$ cat src/rtl/adder_arb_pkg.sv
// Shared defaults, width helper and result-entry type for the adder arbiter slice.
package adder_arb_pkg;

    localparam int unsigned DEF_DSIZE      = 64;
    localparam int unsigned DEF_NREQ       = 4;
    localparam int unsigned DEF_FIFO_DEPTH = 4;

    function automatic int unsigned clog2(input int unsigned value);
        int unsigned result;
        result = 0;
        while ((64'(1) << result) < 64'(value)) result++;
        return result;
    endfunction

    localparam int unsigned DEF_IDW = clog2(DEF_NREQ);

    typedef struct packed {
        logic [DEF_IDW-1:0]   id;
        logic [DEF_DSIZE-1:0] sum;
    } result_t;

endpackage

$ cat src/rtl/adder_arbiter_add4_pipe.sv
// Two-stage 4-operand adder: pair sums in stage 1, final sum in stage 2, no stall.
module add4_pipe #(
    parameter int unsigned DSIZE = 64
) (
    input  logic             clk,
    input  logic             rst_n,
    input  logic [DSIZE-1:0] a,
    input  logic [DSIZE-1:0] b,
    input  logic [DSIZE-1:0] c,
    input  logic [DSIZE-1:0] d,
    output logic [DSIZE-1:0] sum
);

    logic [DSIZE-1:0] s1_ab;
    logic [DSIZE-1:0] s1_cd;

    always_ff @(posedge clk or negedge rst_n) begin
        if (!rst_n) begin
            s1_ab <= '0;
            s1_cd <= '0;
            sum   <= '0;
        end else begin
            s1_ab <= a + b;
            s1_cd <= c + d;
            sum   <= s1_ab + s1_cd;
        end
    end

endmodule

$ cat src/rtl/adder_arbiter.sv
// Round-robin, credit-gated front end sharing one add4_pipe among NREQ requesters,
// with an ID-tagged first-word-fall-through result FIFO.
module adder_arbiter
    import adder_arb_pkg::*;
#(
    parameter int unsigned DSIZE      = DEF_DSIZE,
    parameter int unsigned NREQ       = DEF_NREQ,
    parameter int unsigned FIFO_DEPTH = DEF_FIFO_DEPTH,
    localparam int unsigned IDW       = clog2(NREQ)
) (
    input  logic                  clk,
    input  logic                  rst_n,
    input  logic [NREQ-1:0]       req_valid,
    output logic [NREQ-1:0]       req_ready,
    input  logic [NREQ*DSIZE-1:0] req_a,
    input  logic [NREQ*DSIZE-1:0] req_b,
    input  logic [NREQ*DSIZE-1:0] req_c,
    input  logic [NREQ*DSIZE-1:0] req_d,
    output logic                  rsp_valid,
    input  logic                  rsp_ready,
    output logic [DSIZE-1:0]      rsp_sum,
    output logic [IDW-1:0]        rsp_id,
    output logic                  busy
);

    localparam int unsigned CW = clog2(FIFO_DEPTH + 1);
    localparam int unsigned PW = (FIFO_DEPTH > 1) ? clog2(FIFO_DEPTH) : 1;

    typedef struct packed {
        logic [IDW-1:0]   id;
        logic [DSIZE-1:0] sum;
    } entry_t;

    logic [CW-1:0]    credit;
    logic [CW-1:0]    count;
    logic [IDW-1:0]   ptr;
    logic [IDW-1:0]   cand;
    logic [IDW-1:0]   gnt_idx;
    logic             gnt_found;
    logic             issue;
    logic             pop;
    logic             push;
    logic [DSIZE-1:0] op_a, op_b, op_c, op_d;
    logic [DSIZE-1:0] sum2;
    logic             v1, v2;
    logic [IDW-1:0]   id1, id2;
    logic [PW-1:0]    wptr, rptr;
    entry_t           mem [FIFO_DEPTH];
    entry_t           head;

    always_comb begin
        cand      = '0;
        gnt_idx   = '0;
        gnt_found = 1'b0;
        for (int unsigned k = 0; k < NREQ; k++) begin
            cand = IDW'((32'(ptr) + k) % NREQ);
            if (!gnt_found && req_valid[cand]) begin
                gnt_found = 1'b1;
                gnt_idx   = cand;
            end
        end
    end

    // Registered credit only: a same-cycle pop cannot open the grant.
    always_comb begin
        req_ready = '0;
        if (credit != '0 && gnt_found) req_ready[gnt_idx] = 1'b1;
    end

    assign issue = |req_ready;

    always_comb begin
        op_a = '0;
        op_b = '0;
        op_c = '0;
        op_d = '0;
        for (int unsigned i = 0; i < NREQ; i++) begin
            if (req_ready[i]) begin
                op_a = req_a[i*DSIZE +: DSIZE];
                op_b = req_b[i*DSIZE +: DSIZE];
                op_c = req_c[i*DSIZE +: DSIZE];
                op_d = req_d[i*DSIZE +: DSIZE];
            end
        end
    end

    always_ff @(posedge clk or negedge rst_n) begin
        if (!rst_n) begin
            ptr    <= '0;
            credit <= CW'(FIFO_DEPTH);
        end else begin
            if (issue) ptr <= IDW'((32'(gnt_idx) + 1) % NREQ);
            if (issue && !pop)      credit <= credit - CW'(1);
            else if (pop && !issue) credit <= credit + CW'(1);
        end
    end

    add4_pipe #(.DSIZE(DSIZE)) u_add4_pipe (
        .clk   (clk),
        .rst_n (rst_n),
        .a     (op_a),
        .b     (op_b),
        .c     (op_c),
        .d     (op_d),
        .sum   (sum2)
    );

    always_ff @(posedge clk or negedge rst_n) begin
        if (!rst_n) begin
            v1  <= 1'b0;
            id1 <= '0;
            v2  <= 1'b0;
            id2 <= '0;
        end else begin
            v1  <= issue;
            id1 <= gnt_idx;
            v2  <= v1;
            id2 <= id1;
        end
    end

    assign push = v2;
    assign pop  = rsp_valid & rsp_ready;

    always_ff @(posedge clk or negedge rst_n) begin
        if (!rst_n) begin
            wptr  <= '0;
            rptr  <= '0;
            count <= '0;
        end else begin
            if (push) wptr <= (wptr == PW'(FIFO_DEPTH - 1)) ? '0 : wptr + PW'(1);
            if (pop)  rptr <= (rptr == PW'(FIFO_DEPTH - 1)) ? '0 : rptr + PW'(1);
            if (push && !pop)      count <= count + CW'(1);
            else if (pop && !push) count <= count - CW'(1);
        end
    end

    always_ff @(posedge clk) begin
        if (push) mem[wptr] <= '{id: id2, sum: sum2};
    end

    // Storage is not reset, so outputs are gated to read zero while empty.
    assign head      = mem[rptr];
    assign rsp_valid = (count != '0);
    assign rsp_sum   = rsp_valid ? head.sum : '0;
    assign rsp_id    = rsp_valid ? head.id  : '0;
    assign busy      = (credit != CW'(FIFO_DEPTH));

    a_credit_max: assert property (@(posedge clk) disable iff (!rst_n)
        credit <= CW'(FIFO_DEPTH));
    a_credit_min: assert property (@(posedge clk) disable iff (!rst_n)
        !(issue && credit == '0));
    a_no_overflow: assert property (@(posedge clk) disable iff (!rst_n)
        !(push && !pop && count == CW'(FIFO_DEPTH)));

endmodule

$ cat config.mk
export PLATFORM = sky130hd
export DESIGN_NAME = adder_arbiter
export DESIGN_NICKNAME = d
export VERILOG_FILES = /design/src/rtl/adder_arb_pkg.sv /design/src/rtl/adder_arbiter_add4_pipe.sv /design/src/rtl/adder_arbiter.sv
export SDC_FILE = /design/constraint.sdc
export NUM_CORES = 1
export LEC_CHECK = 0
export ABC_AREA = 1
export CORE_AREA = 2 2 431 433
export CTS_BUF_LIST = sky130_fd_sc_hd__clkbuf_2
export DETAILED_ROUTE_END_ITERATION = 8
export DIE_AREA = 0 0 433 435
export PLACE_DENSITY = 0.4
export SETUP_SLACK_MARGIN = 0.3
export SLEW_MARGIN = 10
export SYNTH_ARGS = -nofsm -noshare
export SYNTH_HDL_FRONTEND = slang
export SYNTH_SLANG_ARGS = --single-unit
$ cat constraint.sdc
create_clock -name clk -period 4.7 [get_ports clk]
set_clock_uncertainty 0.1 [all_clocks]
set_input_delay 0.47 -clock clk [delete_from_list [all_inputs] [get_ports clk]]
set_output_delay 0.47 -clock clk [all_outputs]
set_load 0.03 [all_outputs]
== After elaboration in Yosys (flattened, before gate mapping) ==
Memory sizes are Yosys's and may differ from the RTL's.
Index checks and enable logic that the tools add are counted.

* Output and inout port bits: 72
* Input bits: 1031
* Flip-flop bits (word level): 210
* Memories kept: 1
* Logic and storage cells: 101
* Memory bits (writable): 264

* Bitwise gates (word level): 1
* Muxes and demuxes: 45
* Add/subtract/negate cells: 13
* Reduce and logical (&&, ||, !) cells: 20
* Equality and inequality tests: 3
* Order comparisons: 6

{| class="wikitable"
|+ Memory list
! memory !! words !! width !! rd ports !! clocked after Yosys merged registers in !! wr ports !! line !! RTL
|-
| mem || 4 || 66 || 1 || 0 || 1 || adder_arbiter.sv:48 || <nowiki>entry_t mem [FIFO_DEPTH];</nowiki>
|}

{| class="wikitable"
|+ Operators with widths
! operator !! count
|-
| 2-to-1 mux 64 bit || 17
|-
| adder 64 bit || 3
|-
| less-than comparator 2 x 3 -> 1 bit, second input constant || 5
|-
| 2-to-1 mux 2 bit || 7
|-
| 2-to-1 mux 3 bit || 4
|-
| 2-to-1 mux 1 bit || 11
|-
| logical AND 1 bit || 9
|-
| adder 2 x 1 -> 2 bit, second input constant || 4
|-
| binary-select mux 1 bit (select 2 bit) || 4
|-
| adder 3 x 1 -> 3 bit, second input constant || 2
|-
| logical NOT 1 bit || 6
|-
| nonzero test 3 bit || 2
|-
| subtractor 3 x 1 -> 3 bit, second input constant || 2
|-
| adder 2 bit, second input constant || 2
|-
| equality test 2 bit, second input constant || 2
|-
| 2-to-1 mux 4 bit || 1
|-
| nonzero test 2 bit || 2
|-
| OR reduction 4 bit || 1
|-
| != test 3 bit, second input constant || 1
|-
| demux 1 bit (select 2 bit) || 1
|-
| greater-or-equal comparator 2 x 1 -> 1 bit, second input constant || 1
|-
| AND 1 bit || 1
|}

== Depth between registers and ports, before layout ==
* Depth in word-level cells: 22
* Mapped depth: 34
* Mapped depth without buffers: 31

== By module ==
From an unflattened synthesis, not the netlist that was laid out.

* Cell total of the unflattened synthesis: 8409
* Area total of the unflattened synthesis: 49210.9 um^2

{| class="wikitable"
|+ By module, submodules not included
! module !! area an instance (um^2) !! cells an instance !! times used !! sequential area each (um^2)
|-
| adder_arbiter || 26704.4 || 4363 || 1 || 8379.3
|-
| add4_pipe || 22506.6 || 4046 || 1 || 4804.6
|}

== Least setup slack after synthesis ==
No wires, ideal clock.

* Path type: register to register
* Start: register ptr[0]
* End: register u_add4_pipe.s1_ab[34]
* Arrival: 3938 ps
* Clock period less this slack: 4155 ps
* Path slack: 545 ps
* Setup time: 117 ps
* Data required time: 4483 ps
* Cell stages (with the launch flop): 30
* Path buffers: 3
* Cell sequence: dfrtp_1 -> buf_6 -> inv_4 -> nand2_2 -> nand3_1 -> nand2_1 -> nor2_2 -> nand3b_1 -> nand3_1 -> o21a_1 -> ha_1 -> nand3_2 -> buf_2 -> clkbuf_1 -> or2_2 -> nand3_1 -> nand2_1 -> ha_1 -> fa_1 -> nand3_1 -> nand2_1 -> nand2_1 -> nand2_1 -> a21oi_1 -> inv_1 -> a21o_1 -> nand2_1 -> nand2_1 -> nand2_1 -> nand2_1

* Word-level cells in the longest chain between the ends: 22
* Elaborated cells on any way between the ends: 41
* Classes of those cells: 4 x add/sub; 2 x order compare; 27 x mux; 8 x reduce/logical

{| class="wikitable"
|+ RTL lines
! element !! line !! RTL
|-
| start, declared || adder_arbiter.sv:36 || <nowiki>logic [IDW-1:0] ptr;</nowiki>
|-
| start signal, assigned || adder_arbiter.sv:92 || <nowiki>if (issue) ptr <= IDW'((32'(gnt_idx) + 1) % NREQ);</nowiki>
|-
| parallel branches: the longest is 11 deep, another holds adder 2 x 1 -> 2 bit || -- ||
|-
| 2-to-1 mux 2 bit (*) || adder_arbiter.sv:57 || <nowiki>if (!gnt_found && req_valid[cand]) begin</nowiki>
|-
| net gnt_idx[1] || adder_arbiter.sv:38 || <nowiki>logic [IDW-1:0] gnt_idx;</nowiki>
|-
| less-than comparator 2 x 3 -> 1 bit (implied by the code) / greater-or-equal comparator 2 x 1 -> 1 bit (equally long branches) || adder_arbiter.sv:67 || <nowiki>if (credit != '0 && gnt_found) req_ready[gnt_idx] = 1'b1;</nowiki>
|-
| logical AND 1 bit (implied by the code) || adder_arbiter.sv:67 ||
|-
| 2-to-1 mux 1 bit (implied by the code) || adder_arbiter.sv:67 ||
|-
| demux 1 bit (select 2 bit) (*) || adder_arbiter.sv:67 ||
|-
| 2-to-1 mux 4 bit (*) || adder_arbiter.sv:67 ||
|-
| 2-to-1 mux 64 bit (4 in series) || adder_arbiter.sv:78 || <nowiki>if (req_ready[i]) begin</nowiki>
|-
| adder 64 bit (*) || adder_arbiter_add4_pipe.sv:23 || <nowiki>s1_ab <= a + b;</nowiki>
|-
| end signal, assigned || adder_arbiter_add4_pipe.sv:23 ||
|-
| end, declared || adder_arbiter_add4_pipe.sv:14 || <nowiki>logic [DSIZE-1:0] s1_ab;</nowiki>
|}

Mark *: on every way through the listed nets, which the timed path passes. The select of a mux whose other input is x is not followed.
A chain may end at the register's enable or synchronous reset.

== Worst setup path after layout ==
Same ends and word-level chain as after synthesis.

==> metrics <==
area delta synth->final 90.6%; critical path class flop to flop; Period minus WS final 4870 ps; Iter 0 DRT Violations 2719; Seq cells post-synth 474; highest metal used met4; final period utilization 1.04; Port Buffers 1102; Worst-Margin Slew a little under 1000 ps; row cnt 158; Layout fillers 19300; most frequent cells in the layout nand2_1 (1203), clkdlybuf4s50_1 (1094), buf_4 (833); worst-skew pair later-pin latency 1340 ps; final setup fails 64; largest fanout on the critical path 12; die width 433 µm; Die Ht 435 µm; post-synthesis async set-or-reset flop share 0.443; wire length per cell after detailed routing approximately 25 µm; top-level I/O count 1103; detail-routed via count per cell 4.60; Max Cap Viol 0; WL met3 11.5 mm; vias in the first global route 48600; Register-to-Register Path Depth 34; die area 0.188 mm²; clock tree from TritonCTS yes; count of flip-flops with a built-in enable after synthesis 264; grt total ovfl 0; Worst setup EP type flop; CTS root buf clkbuf_2; Mean Syn Cell Area about 6.9 µm²; pin count of the biggest net entering global routing between 70 and 80; CP Launch Type flop; Crit-path slowest cell dfrtp_2; Seq/Total Area, Yosys 0.351; Fin. Hold Viols 0; most frequent CP cell nand2_2; H-tree lvl count 4; share of cells above drive strength 1 0.357; WHS Path Cells 6; Synth area leaders edfxtp_1 (21%), nand2_1 (15%), dfrtp_1 (14%); DR pass1 iterations 5; commonest non-fill, non-tap cell in the layout nand2_1; Placer Congestion 0.993; Most used DFF post-synth edfxtp_1; Min Hold Slack 99.7 ps; Ys Warns 0; CP arrival 5890 ps; core area 0.184 mm²; post-synthesis cell area 0.0376 mm²; detailed-route via count 47500; post-synth cell types 43; Crit path required time 5730 ps; DP Wirelength between 200 and 250 mm; total wire length 257 mm; CTS buffer count between 100 and 150; FMAX 206 MHz; WL met1 109 mm; setup ws final -166 ps; synthesized net count around 6700; Setup TNS -4690 ps; DP Cell Count between 9000 and 10000; Hold/Removal Path Class input port to flop; Detail Route met2 WL 126 mm; fin cells 10300; CTS Sinks ~470; failing checks negative setup slack; Max clock buf depth 3; first-pass GRT wire length approximately 350 mm; total global-route track usage 0.262; Crit path largest cell delay 420 ps; Nets 8957; Detail Route Antenna Nets 0; status complete, but fails checks; Synth area leader edfxtp_1; Initial Utilization 0.204; # DRC 0; Worst slew margin 0.350; post-synthesis cell count 5471; post-synth top area share 0.211; antenna violations before repair 51; RSZ-0062 raised after global routing yes; CTS clock-pin slew for the worst setup and hold paths 100 ps; fin. max-slew vios 0
## sequential cells by signal, summed over array words and instances, names as in the netlist
register / cells
mem: 264
credit: 3
count: 3
rptr: 2
id1: 2
u_add4_pipe.s1_cd: 64
push: 1
v1: 1
u_add4_pipe.s1_ab: 64
u_add4_pipe.sum: 64
wptr: 2
id2: 2
ptr: 2
## cell type report
class | instances | area (µm²) | area share
diodes | 36 | 90.1 | 0.00126
clock buffers | 206 | 1030 | 0.0144
clock inverters | 33 | 245 | 0.00342
inverters | 420 | 1650 | 0.0231
multi-input cells | 4362 | 29400 | 0.411
flip-flops and latches | 474 | 13200 | 0.184
well taps | 2480 | 3100 | 0.0433
repair buffers | 2327 | 22900 | 0.320
repair inverters | 1 | 6.26 | 0.0000873
## per-layer routing
| metal | up-vias | GRT usage |
|---|---|---|
| li1 | 22800 | - |
| met1 | 23000 | 0.332 |
| met2 | 1409 | 0.451 |
| met3 | 312 | 0.0328 |
| met4 | 0 | 0.0965 |
| met5 | - | 0 |
## final timing paths
path                            startpoint               endpoint  slack [ps]
worst max-delay path                ptr[0]  u_add4_pipe.s1_ab[34]        -170
worst min-delay path            req_c[210]  u_add4_pipe.s1_cd[18]         100
worst max register to register      ptr[0]  u_add4_pipe.s1_ab[34]        -170
worst min register to register          v1                   push         270
max in group asynchronous            rst_n  u_add4_pipe.s1_ab[47]        3760
min in group asynchronous            rst_n    u_add4_pipe.sum[13]         290
## kinds of logic (layout without fill, tap and decap cells)
logic type	after synthesis	after routing	synth area share
DFF	474	474	0.351
adders and majority gates	205	205	0.0692
buffers and inverters	636	2987	0.0693
other	0	36	0
AOI/OAI and AO/OA	1089	1089	0.156
muxes	1	1	0.000300
xor gates and xnor gates	150	150	0.0350
and+or+nand+nor	2916	2917	0.320
## worst max-delay path: cells and delay by family (launching register included)
family	cells	cell delay [ps]
DFF	1	420
adders and majority gates	3	740
AOI/OAI and AO/OA	3	660
buffers and inverters	12	1420
and+or+nand+nor	16	1290
## synth_stat cells, types with 17 or more instances
cell type and count:
nor3_1 32, o21bai_1 34, inv_1 416, buf_2 93, a21o_1 34, edfxtp_1 264, o21ai_0 468, a31oi_1 146
ha_1 200, nor2_1 747, a21oi_1 384, nand4_1 27, or2_2 112, nand3_1 422, xor2_1 135, dfrtp_1 209
nor4_1 17, nand2_1 1529, clkbuf_1 88
## timing repair
item,4_1_cts,5_1_grt
setup endpoints to repair,143,139
pin swaps,343,311
gates cloned,21,5
hold buffers,60,5
setup buffers,219,61
hold endpoints to repair,250,2
gates resized for setup,1720,510
## stage by stage
step | setup slack, ps | utilization | area (µm²)
global route | -377 | 0.389 | 71600
floorplan | 545 | - | 37600
finish | -166 | 0.389 | 71600
CTS | -191 | 0.374 | 68800
global placement | -1190 | 0.313 | 57700
detailed placement | -1160 | 0.313 | 57700
Power is not shown: default switching activity piles up to over one toggle a cycle in this logic, so the estimate is an artifact.
